## config.mk

```make
export PLATFORM = sky130hd
export DESIGN_NAME = micro_power_timer
export DESIGN_NICKNAME = d
export VERILOG_FILES = /design/src/rtl/micro_pkg.sv /design/src/rtl/bcd7seg.sv /design/src/rtl/micro_power_timer.sv
export SDC_FILE = /design/constraint.sdc
export NUM_CORES = 1
export LEC_CHECK = 0
export CORE_UTILIZATION = 55
export CTS_BUF_LIST = sky130_fd_sc_hd__clkbuf_8
export DETAILED_ROUTE_END_ITERATION = 12
export PLACE_DENSITY = 0.82
export SLEW_MARGIN = 20
export SYNTH_ARGS = -nofsm -noshare
export SYNTH_HDL_FRONTEND = slang
export SYNTH_SLANG_ARGS = --single-unit
```

## constraint.sdc

```tcl
create_clock -name clk -period 3.9 [get_ports clk]
set_input_delay 0.39 -clock clk [delete_from_list [all_inputs] [get_ports clk]]
set_output_delay 0.39 -clock clk [all_outputs]
set_load 0.02 [all_outputs]
```

## src/rtl/micro_pkg.sv

```systemverilog
// Shared types and constants for the microwave power timer: FSM states, BCD digits, 7-seg table.
// The power cap applies only to builds with MICRO_POWER_LEVEL_EN.
package micro_pkg;

  typedef enum logic [2:0] {
    IDLE  = 3'd0,
    ENTRY = 3'd1,
    COOK  = 3'd2,
    PAUSE = 3'd3,
    DONE  = 3'd4
  } state_t;

  typedef logic [3:0] bcd_t;

  localparam int MAX_POWER = 10;

  // Active-high segments a..g on bits 0..6.
  localparam logic [6:0] SEG_TABLE [10] = '{
    7'h3F, 7'h06, 7'h5B, 7'h4F, 7'h66,
    7'h6D, 7'h7D, 7'h07, 7'h7F, 7'h6F
  };

endpackage

```

## src/rtl/bcd7seg.sv

```systemverilog
// One BCD digit to 7-segment decode, purely combinational; codes above 9 blank the digit.
module bcd7seg
  import micro_pkg::*;
(
  input  logic [3:0] bcd,
  output logic [6:0] seg
);

  always_comb begin
    seg = 7'b0000000;
    if (bcd <= 4'd9) seg = SEG_TABLE[bcd];
  end

endmodule

```

## src/rtl/micro_power_timer.sv

```systemverilog
// Microwave countdown timer: keypad BCD entry, start/stop/clear FSM, per-second countdown, 7-seg out.
// Optional duty-cycle power control when MICRO_POWER_LEVEL_EN is defined (adds the power port).
module micro_power_timer #(
  parameter int TICK_DIV   = 100,
  parameter int MIN_DIGITS = 2,
  parameter int DONE_SECS  = 3
) (
  input  logic                        clk,
  input  logic                        resetn,
  input  logic [9:0]                  teclado,
  input  logic                        comecan,
  input  logic                        paren,
  input  logic                        limpan,
  input  logic                        portafechada,
  output logic                        m_on,
  output logic                        done,
  output logic [2:0]                  state_o,
  output logic [7*(2+MIN_DIGITS)-1:0] seg
`ifdef MICRO_POWER_LEVEL_EN
  ,
  input  logic [3:0]                  power
`endif
);
  import micro_pkg::*;

  localparam int ND = 2 + MIN_DIGITS;
  localparam int PW = $clog2(TICK_DIV);
  localparam int DW = $clog2(DONE_SECS + 1);

  state_t            state, state_n;
  bcd_t [ND-1:0]     dig, dig_n, dig_dec;
  logic [PW-1:0]     presc, presc_n;
  logic [DW-1:0]     dsec, dsec_n;
  logic              start_q, stop_q, clr_q;
  logic [9:0]        key_q;
  logic              start_e, stop_e, clr_e, key_ok, tick, time_nz;
  logic [3:0]        key_val;
  logic              borrow, cook_entry, m_on_n;

  assign start_e = start_q & ~comecan;
  assign stop_e  = stop_q & ~paren;
  assign clr_e   = clr_q & ~limpan;
  assign key_ok  = (key_q == '0) && $onehot(teclado);
  assign tick    = (presc == PW'(TICK_DIV - 1));
  assign time_nz = |dig;
  assign done    = (state == DONE);
  assign state_o = state;

  always_comb begin
    key_val = 4'd0;
    for (int k = 0; k < 10; k++)
      if (teclado[k]) key_val = 4'(k);
  end

  // Ripple BCD borrow; seconds tens reloads to 5, every other digit to 9.
  always_comb begin
    dig_dec = dig;
    borrow  = 1'b1;
    for (int i = 0; i < ND; i++) begin
      if (borrow) begin
        if (dig[i] != 4'd0) begin
          dig_dec[i] = dig[i] - 4'd1;
          borrow     = 1'b0;
        end else begin
          dig_dec[i] = (i == 1) ? 4'd5 : 4'd9;
        end
      end
    end
  end

  always_comb begin
    state_n    = state;
    dig_n      = dig;
    presc_n    = presc;
    dsec_n     = dsec;
    cook_entry = 1'b0;
    if (clr_e) begin
      state_n = IDLE;
      dig_n   = '0;
      presc_n = '0;
      dsec_n  = '0;
    end else begin
      case (state)
        IDLE, ENTRY: begin
          if (stop_e) begin
            state_n = IDLE;
            dig_n   = '0;
          end else if (start_e && state == ENTRY && portafechada && time_nz) begin
            state_n    = COOK;
            presc_n    = '0;
            cook_entry = 1'b1;
          end else if (key_ok) begin
            state_n = ENTRY;
            dig_n   = {dig[ND-2:0], key_val};
          end
        end
        COOK: begin
          if (stop_e || !portafechada) begin
            state_n = PAUSE;
          end else if (tick) begin
            presc_n = '0;
            if (dig_dec == '0) begin
              state_n = DONE;
              dig_n   = '0;
              dsec_n  = '0;
            end else begin
              dig_n = dig_dec;
            end
          end else begin
            presc_n = presc + 1'b1;
          end
        end
        PAUSE: begin
          if (stop_e) begin
            state_n = IDLE;
            dig_n   = '0;
          end else if (start_e && portafechada && time_nz) begin
            state_n    = COOK;
            presc_n    = '0;
            cook_entry = 1'b1;
          end
        end
        DONE: begin
          if (stop_e) begin
            state_n = IDLE;
            dig_n   = '0;
          end else if (tick) begin
            presc_n = '0;
            if (dsec == DW'(DONE_SECS - 1)) state_n = IDLE;
            else dsec_n = dsec + 1'b1;
          end else begin
            presc_n = presc + 1'b1;
          end
        end
        default: begin
          state_n = IDLE;
          dig_n   = '0;
        end
      endcase
    end
  end

`ifdef MICRO_POWER_LEVEL_EN
  logic [3:0] slot, slot_n, pwr;

  always_comb begin
    pwr = power;
    if (power == 4'd0) pwr = 4'd1;
    else if (power > 4'(MAX_POWER)) pwr = 4'(MAX_POWER);
  end

  always_comb begin
    slot_n = slot;
    if (cook_entry) slot_n = 4'd0;
    else if (state == COOK && state_n == COOK && tick)
      slot_n = (slot == 4'(MAX_POWER - 1)) ? 4'd0 : slot + 4'd1;
  end

  always_ff @(posedge clk or negedge resetn) begin
    if (!resetn) slot <= 4'd0;
    else         slot <= slot_n;
  end

  assign m_on_n = (state_n == COOK) && portafechada && (slot_n < pwr);
`else
  assign m_on_n = (state_n == COOK) && portafechada;
`endif

  always_ff @(posedge clk or negedge resetn) begin
    if (!resetn) begin
      state   <= IDLE;
      dig     <= '0;
      presc   <= '0;
      dsec    <= '0;
      start_q <= 1'b1;
      stop_q  <= 1'b1;
      clr_q   <= 1'b1;
      key_q   <= '0;
      m_on    <= 1'b0;
    end else begin
      state   <= state_n;
      dig     <= dig_n;
      presc   <= presc_n;
      dsec    <= dsec_n;
      start_q <= comecan;
      stop_q  <= paren;
      clr_q   <= limpan;
      key_q   <= teclado;
      m_on    <= m_on_n;
    end
  end

  for (genvar g = 0; g < ND; g++) begin : g_seg
    bcd7seg u_seg (
      .bcd (dig[g]),
      .seg (seg[7*g +: 7])
    );
  end

endmodule

```

After elaboration in Yosys (flattened, before gate mapping):

Memories as Yosys holds them, arrays and structs flattened.
Cells that the tools add are included.

* memories kept: 4
* logic and storage cells: 166
* register bits after elaboration: 42
* bits of input ports: 16
* output and inout port bits: 33
* bits in read-only memories: 448

* mux-type cells: 72
* $add $sub $neg: 15
* bitwise operators: 10
* $lt $le $gt $ge: 8
* equal/unequal tests: 21
* reduce and logical (&&, ||, !) cells: 24

Memories
* (no name shown): words 16, bits a word 7, rd ports 1, clocked after memory_dff 0, wr ports 0, RTL line bcd7seg.sv:11 `if (bcd <= 4'd9) seg = SEG_TABLE[bcd];`
* (no name shown): words 16, bits a word 7, rd ports 1, clocked after memory_dff 0, wr ports 0, RTL line bcd7seg.sv:11
* (no name shown): words 16, bits a word 7, rd ports 1, clocked after memory_dff 0, wr ports 0, RTL line bcd7seg.sv:11
* (no name shown): words 16, bits a word 7, rd ports 1, clocked after memory_dff 0, wr ports 0, RTL line bcd7seg.sv:11

Operator list (number)
* 2-to-1 mux 7 bit: 20
* 2-to-1 mux 16 bit: 8
* 2-to-1 mux 4 bit: 14
* one-hot mux 16 bit (3 select lines): 1
* 2-to-1 mux 3 bit: 12
* one-hot mux 7 bit (4 select lines): 1
* != test 3 bit (second input constant): 8
* greater-or-equal comparator 5 bit (second input constant): 4
* NOT 4 -> 5 bit: 4
* <= comparator 4 bit (second input constant): 4
* logical NOT 16 bit: 1
* 2-to-1 mux 2 bit: 8
* nonzero test 4 bit: 4
* OR reduction 16 bit: 1
* subtractor 4 x 1 -> 4 bit (second input constant): 4
* AND reduction 7 bit: 2
* one-hot mux 3 bit (4 select lines): 1
* adder 1 x 1 -> 2 bit: 5
* logical NOT 10 bit: 1
* equality test 3 x 2 -> 1 bit (second input constant): 3
* != test 4 bit (second input constant): 2
* adder 7 x 1 -> 7 bit (second input constant): 1
* equality test 7 bit (second input constant): 1
* logical AND 1 bit: 7
* 21 further kinds: 33

Depth between registers and ports, before layout:

Gate-level depths: netlist of the first run.

* depth in word-level cells: 14
* depth in mapped cells: 15
* gate-level depth less buffers: 15

Modules after synthesis:

A second synthesis of the first run with hierarchy kept.

* cells, all modules: 401
* area total of the unflattened synthesis: 3580.9 µm²

By module, submodules not included
* micro_power_timer: instances 1, seq. area each 1054.8 µm², cells each 284, area each 2638.8 µm²
* bcd7seg at g_seg[0].u_seg ...: instances 3, seq. area each 0.0 µm², cells each 29, area each 232.7 µm²
* bcd7seg at g_seg[1].u_seg: instances 1, seq. area each 0.0 µm², cells each 30, area each 244.0 µm²

Worst setup path before layout of the first run:

Ideal clock, no wire load.

* kind: input -> register
* start: input port teclado[0]
* end: register dig[11] (netlist bit)
* required time: 3.773 ns
* data arrival time: 3.931 ns
* slack: -0.159 ns
* library setup time: 0.127 ns
* buffers on the path: 1
* stages on the path: 15
* cell sequence: fa_1 fa_1 inv_1 fa_1 inv_1 ha_1 inv_1 fa_1 nor4b_1 nand4_1 a2111oi_0 o2bb2ai_1 buf_2 nand2_1 o21ai_0

* cells in the longest elaborated chain, start to end: 8

RTL lines
* start: declaration: RTL line micro_power_timer.sv:10 `input logic [9:0] teclado,`
* adder 1 x 1 -> 2 bit (implied by the code): RTL line micro_power_timer.sv:43 `assign key_ok = (key_q == '0) && $onehot(teclado);`
* adder 2 x 2 -> 3 bit (implied by the code): RTL line micro_power_timer.sv:43
* adder 3 x 3 -> 4 bit (implied by the code): RTL line micro_power_timer.sv:43
* adder 4 x 2 -> 4 bit (implied by the code): RTL line micro_power_timer.sv:43
* equality test 4 x 1 -> 1 bit: RTL line micro_power_timer.sv:43
* logical AND 1 bit: RTL line micro_power_timer.sv:43
* != test 4 bit (no source line)
* AND reduction 5 bit (no source line)
* end signal: assignment: RTL line micro_power_timer.sv:182 `dig <= dig_n;`
* end: declaration: RTL line micro_power_timer.sv:31 `bcd_t [ND-1:0] dig, dig_n, dig_dec;`

Every way passes these cells.
A chain may end at the register's enable or synchronous reset.

Worst setup path in the final report of the first run:

* start: input port teclado[0]
* end: register dig[2] (netlist bit)

The elaborated chain is that of the path after synthesis.

==> results.cfg, run 1 <==
[synthesis]
synth_flop_cell = dfrtp_1
synth.area.top_cells = dfrtp_1 (27%), ha_1 (8.7%), o21ai_0 (5.6%)
synth_seq_cells = 42
synth_async_sr_flop_share_pct = 100
yosysTopAreaCellShare_pct = 27.1
yosysWarnings = 0
yosysTopAreaCell = dfrtp_1
synth_cells = 449
syn_nets = 496
yosysSeqAreaShare_pct = 29.3
synth_edf_count = 0
yosys.cell_types.count = 63
netlist_area_mm2 = 0.00360
avgSynthCellArea_um2 = 8.01

[worst_hold_path]
hp-class = in2async

[worst_setup_path]
r2r_cells = 9
cp.required_ns = 4.13
r2r-end = presc[3]$_DFFE_PN0P_
startpoint = teclado[0]
crit_path_end_kind = flop
start_kind = input pin
r2r_setup_slack_ns = 0.50
r2r_start = dig[0]$_DFFE_PN0P_
path_class = in2reg
path_max_fanout = 6
critPathArrivalTime_ns = 4.11

[route]
drcViolationCount = 0
drt_iter0_markers = 227
avgRoutedWirePerCell_um = 15.6
vias_per_cell = 6.24
postRouteAntennaNets = 0
routed_wl_mm = 8.87
drtPass1Iterations = 5
vias = 3553

[status]
status = finished, final reports clean

[layout]
drive_gt1_share_pct = 10.6
fin_nets = 538
stdcell_area_mm2 = 0.00432
n_antenna_cell = 0
syn_to_final_growth_pct = 20.0

[global_routing]
groute.usage.overall_pct = 25.8
grt_max_degree = 43
grt_antenna_before_repair = 0
grt_pass1_wl_mm = 14.9
grt_pass1_vias = 3228
grt-ovfl-total = 0

[timing]
rsz0062_at_grt = yes
period_minus_slack_ns = 3.88
finClkSkew_ns = 0.00617
setup_viol = 0
drv_slew = 0
worstMarginPinSlew_ns = 0.885
setup_tns_ns = 0
fin_crit_sh_pct = 99.6
holdWs_ns = 0.221
hold_viol_final = 0
slew-limit-headroom_pct = 41.0
fmax_mhz = 257

[run]
max_cap_viol_count = 0

[floorplan]
row_count = 29
start_util_pct = 56.7
fp.dieW_um = 82.9
die_area_mm2 = 0.00687
core_mm2 = 0.00635
die_h_um = 82.9
ioPinCount = 49

[clock_network]
tritoncts = built
cts_max_path_buffers = 2
cts_buffers = 5
clk_latency_ns = 0.29
cts.sinks = 42
htreeDepth = 2
clk_pin_slew_ns = 0.07
cts_root_buffer = clkbuf_8

[placed_design]
placed_cell_area_mm2 = 0.00414
dp_hpwl_mm = 6.20
io_buffers = 48
gp_congestion = 0.850

[power_and_ir_drop]
leakagePower_nw = 1.76
ir_worst_vdd_mv = 0.241
power.density_mw_per_mm2 = 338
-- layout make-up --
cell class | instances | area [um^2]
clock buffer | 5 | 68.8
inverter | 28 | 105
timing repair buffer | 66 | 597
multi-input combinational | 348 | 2390
tap | 77 | 96.3
fill | 519 | 2030
clock inverter | 3 | 11.3
sequential | 42 | 1050
-- worst max path at each step --
stage	end	slack [ns]
after floorplan	dig[6]$_DFFE_PN0P_	0.05
after global placement	m_on$_DFF_PN0_	-0.52
after detailed placement	dig[11]$_DFFE_PN0P_	-0.69
after CTS	dig[2]$_DFFE_PN0P_	-0.04
after global routing	dig[2]$_DFFE_PN0P_	-0.10
final	dig[2]$_DFFE_PN0P_	0.02
-- layout by cell type (no fill, tap or decap), types with 6 or more instances in the layout --
cell type / n
nor2_1: 42
nand2_1: 41
clkdlybuf4s50_1: 41
dfrtp_1: 39
o21ai_0: 30
inv_1: 29
ha_1: 24
a21oi_1: 22
buf_4: 17
nor3_1: 12
nand3_1: 12
a31oi_1: 11
o21ai_1: 10
o31ai_1: 9
nand2b_1: 8
nor3b_1: 8
a22oi_1: 8
nor2b_1: 7
fa_1: 6
-- stage by stage --
step                setup slack (ns)  util [%]  std cells  total power (W)
floorplan                     0.0532         -        449         0.000930
global placement              -0.521      65.2        557          0.00113
detailed placement            -0.689      65.2        557          0.00116
CTS                          -0.0426      67.2        569          0.00143
global route                  -0.104      68.0        569          0.00155
finish                        0.0164      68.0        569          0.00146
-- Yosys cell counts (all sizes together), types with 3 or more instances --
cell,n
o22ai,4
a21oi,24
nand2,41
o211ai,5
or3b,4
a21boi,4
nor3b,8
fa,6
buf,10
a21o,3
dfrtp,39
nor2,42
inv,28
o21ai,40
o21a,5
and3,4
nand3,12
or3,5
a221oi,5
a211oi,4
ha,25
a31oi,11
a22oi,8
o21bai,5
dfstp,3
nand2b,8
nor2b,7
nor3,13
o2bb2ai,3
nor4,4
nand4,5
clkbuf,21
o31ai,10
-- worst max-delay path: stages --
cell	delay, ns
buf_2	0.11
fa_1	0.47
fa_1	0.51
inv_1	0.05
fa_1	0.44
inv_2	0.08
ha_4	0.14
inv_2	0.04
fa_1	0.47
nor4b_4	0.20
nand4_1	0.24
a2111oi_4	0.28
o211ai_1	0.22
buf_4	0.20
a31oi_1	0.16
a21o_1	0.11
-- registers in the layout, indices dropped and copies added (netlist names) --
| name | count |
|---|---|
| clr_q | 1 |
| dig | 16 |
| dsec | 2 |
| key_q | 10 |
| m_on | 1 |
| presc | 7 |
| start_q | 1 |
| state_o | 3 |
| stop_q | 1 |
-- per-layer routing --
| layer | track usage, % | vias up | share of wire (%) |
|---|---|---|---|
| met5 | 0 | - | 0 |
| met4 | 7.21 | 0 | 0.77 |
| met3 | 3.18 | 10 | 5.1 |
| met2 | 43.1 | 120 | 51 |
| met1 | 35.4 | 1706 | 43 |
| li1 | - | 1717 | - |
-- where the power goes --
group / internal (W) / switching [W]
registers: 0.000458 / 0.0000612
logic: 0.000308 / 0.000377
clock network: 0.000119 / 0.000135
total: 0.000885 / 0.000573
-- cell families after synthesis --
| group | synth area share (%) |
|---|---|
| flip-flops | 29.3 |
| AO/OA/AOI/OAI | 26.9 |
| adder cells (fa/ha/maj) | 12.0 |
| multiplexers | 0.556 |
| XOR/XNOR | 0.487 |
| AND/OR/NAND/NOR | 23.9 |
| buffers and inverters | 6.81 |
-- repair_timing --
action                     CTS  global route
hold endpoints to repair     0             0
pin swaps                    9            10
setup buffers                3             0
hold buffers                 0             0
gates resized for setup     43             9
setup endpoints to repair   18            18
gates cloned                 1             0
Power figures use the tool's default switching activity.
==> run 2: changes to the inputs <==
Settings changed: PLACE_DENSITY 0.82 to default, PLACE_DENSITY_LB_ADDON from default to 0.12.
==> results.cfg, run 2 (synthesis gave the netlist of run 1 again) <==
[worst_setup_path]
r2r_start = dig[0]$_DFFE_PN0P_
r2r_setup_slack_ns = 0.54
cp.required_ns = 4.09
cp.depth = 17
crit_path_end_kind = flop
cpMostUsedCell = fa_1
critical_path.max_stage_delay_ns = 0.53
r2r_cells = 9
path_max_fanout = 5
critPathBufInv = 5
critPathArrivalTime_ns = 4.07
start_kind = input pin
r2r-end = m_on$_DFF_PN0_
slowest_stage = fa_1
cp_cell_sequence = buf_8 > fa_1 > fa_1 > inv_2 > fa_1 > inv_1 > ha_2 > inv_2 > fa_1 > a2111oi_0 > a21oi_1 > a2111oi_4 > buf_4 > o2bb2ai_4 > nand2_2 > o21ai_2 > a21o_1
path_class = in2reg
critical_path.top_delay_family = adder cells

[floorplan]
die_h_um = 82.9
core_mm2 = 0.00635
ioPinCount = 49
start_util_pct = 56.7
row_count = 29
fp.dieW_um = 82.9
die_area_mm2 = 0.00687

[run]
max_cap_viol_count = 0

[clock_network]
clk_pin_slew_ns = 0.08
cts_root_buffer = clkbuf_8
cts.sinks = 42
cts_buffers = 5
htreeDepth = 2
tritoncts = built
cts_max_path_buffers = 2
clk_latency_ns = 0.30

[placed_design]
placed_cells = 559
dp_hpwl_mm = 6.21
io_buffers = 48
gp_congestion = 0.841
pre_cts_ws_ns = -0.711

[timing]
hold_viol_final = 0
slew-limit-headroom_pct = 38.5
drv_slew = 0
fin_crit_sh_pct = 99.4
worst_slack_ns = 0.0230
rsz0062_at_grt = yes
setup_viol = 0
worstMarginPinSlew_ns = 0.923
period_minus_slack_ns = 3.88
finClkSkew_ns = 0.00872
fmax_mhz = 258

[layout]
n_fill_cell = 524
reg_top3 = dig (16), key_q (10), presc (7)
drive_gt1_share_pct = 14.4
largest_reg_flops = 16
n_antenna_cell = 0
syn_to_final_growth_pct = 22.5
layout_common_cells = nor2_1 (42), clkdlybuf4s50_1 (41), dfrtp_1 (39)
fin_cells = 571
regMostFlops = dig
layout_commonest_cell = nor2_1
fin_nets = 540

[global_routing]
grt_pass1_vias = 3207
grt_pass1_wl_mm = 15.3
grt-ovfl-total = 0
grt_max_degree = 43
grt_antenna_before_repair = 0
groute.usage.overall_pct = 26.9

[route]
drcViolationCount = 0
routed_wl_mm = 9.00
drt_iter0_markers = 210
postRouteAntennaNets = 0
vias = 3462
drtPass1Iterations = 4
avgRoutedWirePerCell_um = 15.8
vias_per_cell = 6.06

[worst_hold_path]
min_path_cells = 1
hp-class = in2reg
hold_start = teclado[7]
min_to = key_q[7]$_DFF_PN0_

[power_and_ir_drop]
power.density_mw_per_mm2 = 330
leakagePower_nw = 1.81
p_total_w = 0.00146
ir_worst_vdd_mv = 0.214

[status]
status = finished, final reports clean
[run 2: cell count changes in the layout (fill, tap and decap cells not counted), moves of 2 or more]
cell     delta
buf_6       +3
o21ai_1     +2
o21ai_2     +3
nand2_1    -14
nand2_2    +13
o21ai_0     -5
buf_4       -2
[run 2: worst reg2reg max path, stage by stage, from the launching register on]
cell and delay (ns):
dfrtp_1 0.51, inv_1 0.18, ha_1 0.41, or3b_1 0.55, nor3_4 0.42, a41oi_2 0.20, a21oi_2 0.15, o2111ai_2 0.25
or3_1 0.41, and3_1 0.18
[run 2: power breakdown]
part | switching [W] | internal (W) | total (W)
registers | 0.0000650 | 0.000457 | 0.000522
logic | 0.000365 | 0.000305 | 0.000670
clock network | 0.000145 | 0.000119 | 0.000264
total | 0.000574 | 0.000882 | 0.00146
[run 2: how the worst max path moves through the flow]
stage / startpoint / to
finish: teclado[0] / dig[0]$_DFFE_PN0P_
detailed placement: teclado[7] / m_on$_DFF_PN0_
CTS: teclado[9] / dig[2]$_DFFE_PN0P_
global route: teclado[0] / dig[0]$_DFFE_PN0P_
global placement: teclado[7] / m_on$_DFF_PN0_
floorplan: teclado[0] / dig[6]$_DFFE_PN0P_
[run 2: metal layers]
metal  routed length (um)  share of wire (%)  up-vias  GRT usage (%)
met1                 3900                 43     1647           36.4
li1                     -                  -     1711              -
met3                  361                4.0       12           2.58
met5                    0                  0        -              0
met2                 4610                 51       92           46.2
met4                  129                1.4        0           7.21
[run 2: final cells by class]
class / count / area, um^2 / area share (%)
Inverter: 28 / 105 / 2.38
Tap cell: 77 / 96.3 / 2.19
Clock inverter: 3 / 11.3 / 0.255
Sequential cell: 42 / 1050 / 23.9
Clock buffer: 5 / 68.8 / 1.56
Timing Repair Buffer: 68 / 631 / 14.3
Multi-Input combinational cell: 348 / 2440 / 55.4
[run 2: stage by stage]
stage          util [%]  hold slack (ns)  TNS [ns]  instance area, um^2
2_1_floorplan         -           0.0944         0                 3600
3_3_place_gp       65.5            0.468    -11.56                 4160
3_5_place_dp       65.5            0.477    -11.76                 4160
4_1_cts            67.9            0.213     -1.07                 4310
5_1_grt            69.4            0.203     -2.27                 4410
6_report           69.4            0.209         0                 4410
[run 2: repair_timing]
| action | 4_1_cts | 5_1_grt |
|---|---|---|
| hold buffers | 0 | 0 |
| cloned | 1 | 1 |
| setup endpoints to repair | 18 | 17 |
| endpoints found under the hold margin | 0 | 0 |
| resized for setup | 62 | 21 |
| buffers inserted | 1 | 1 |
| pin swaps | 11 | 13 |
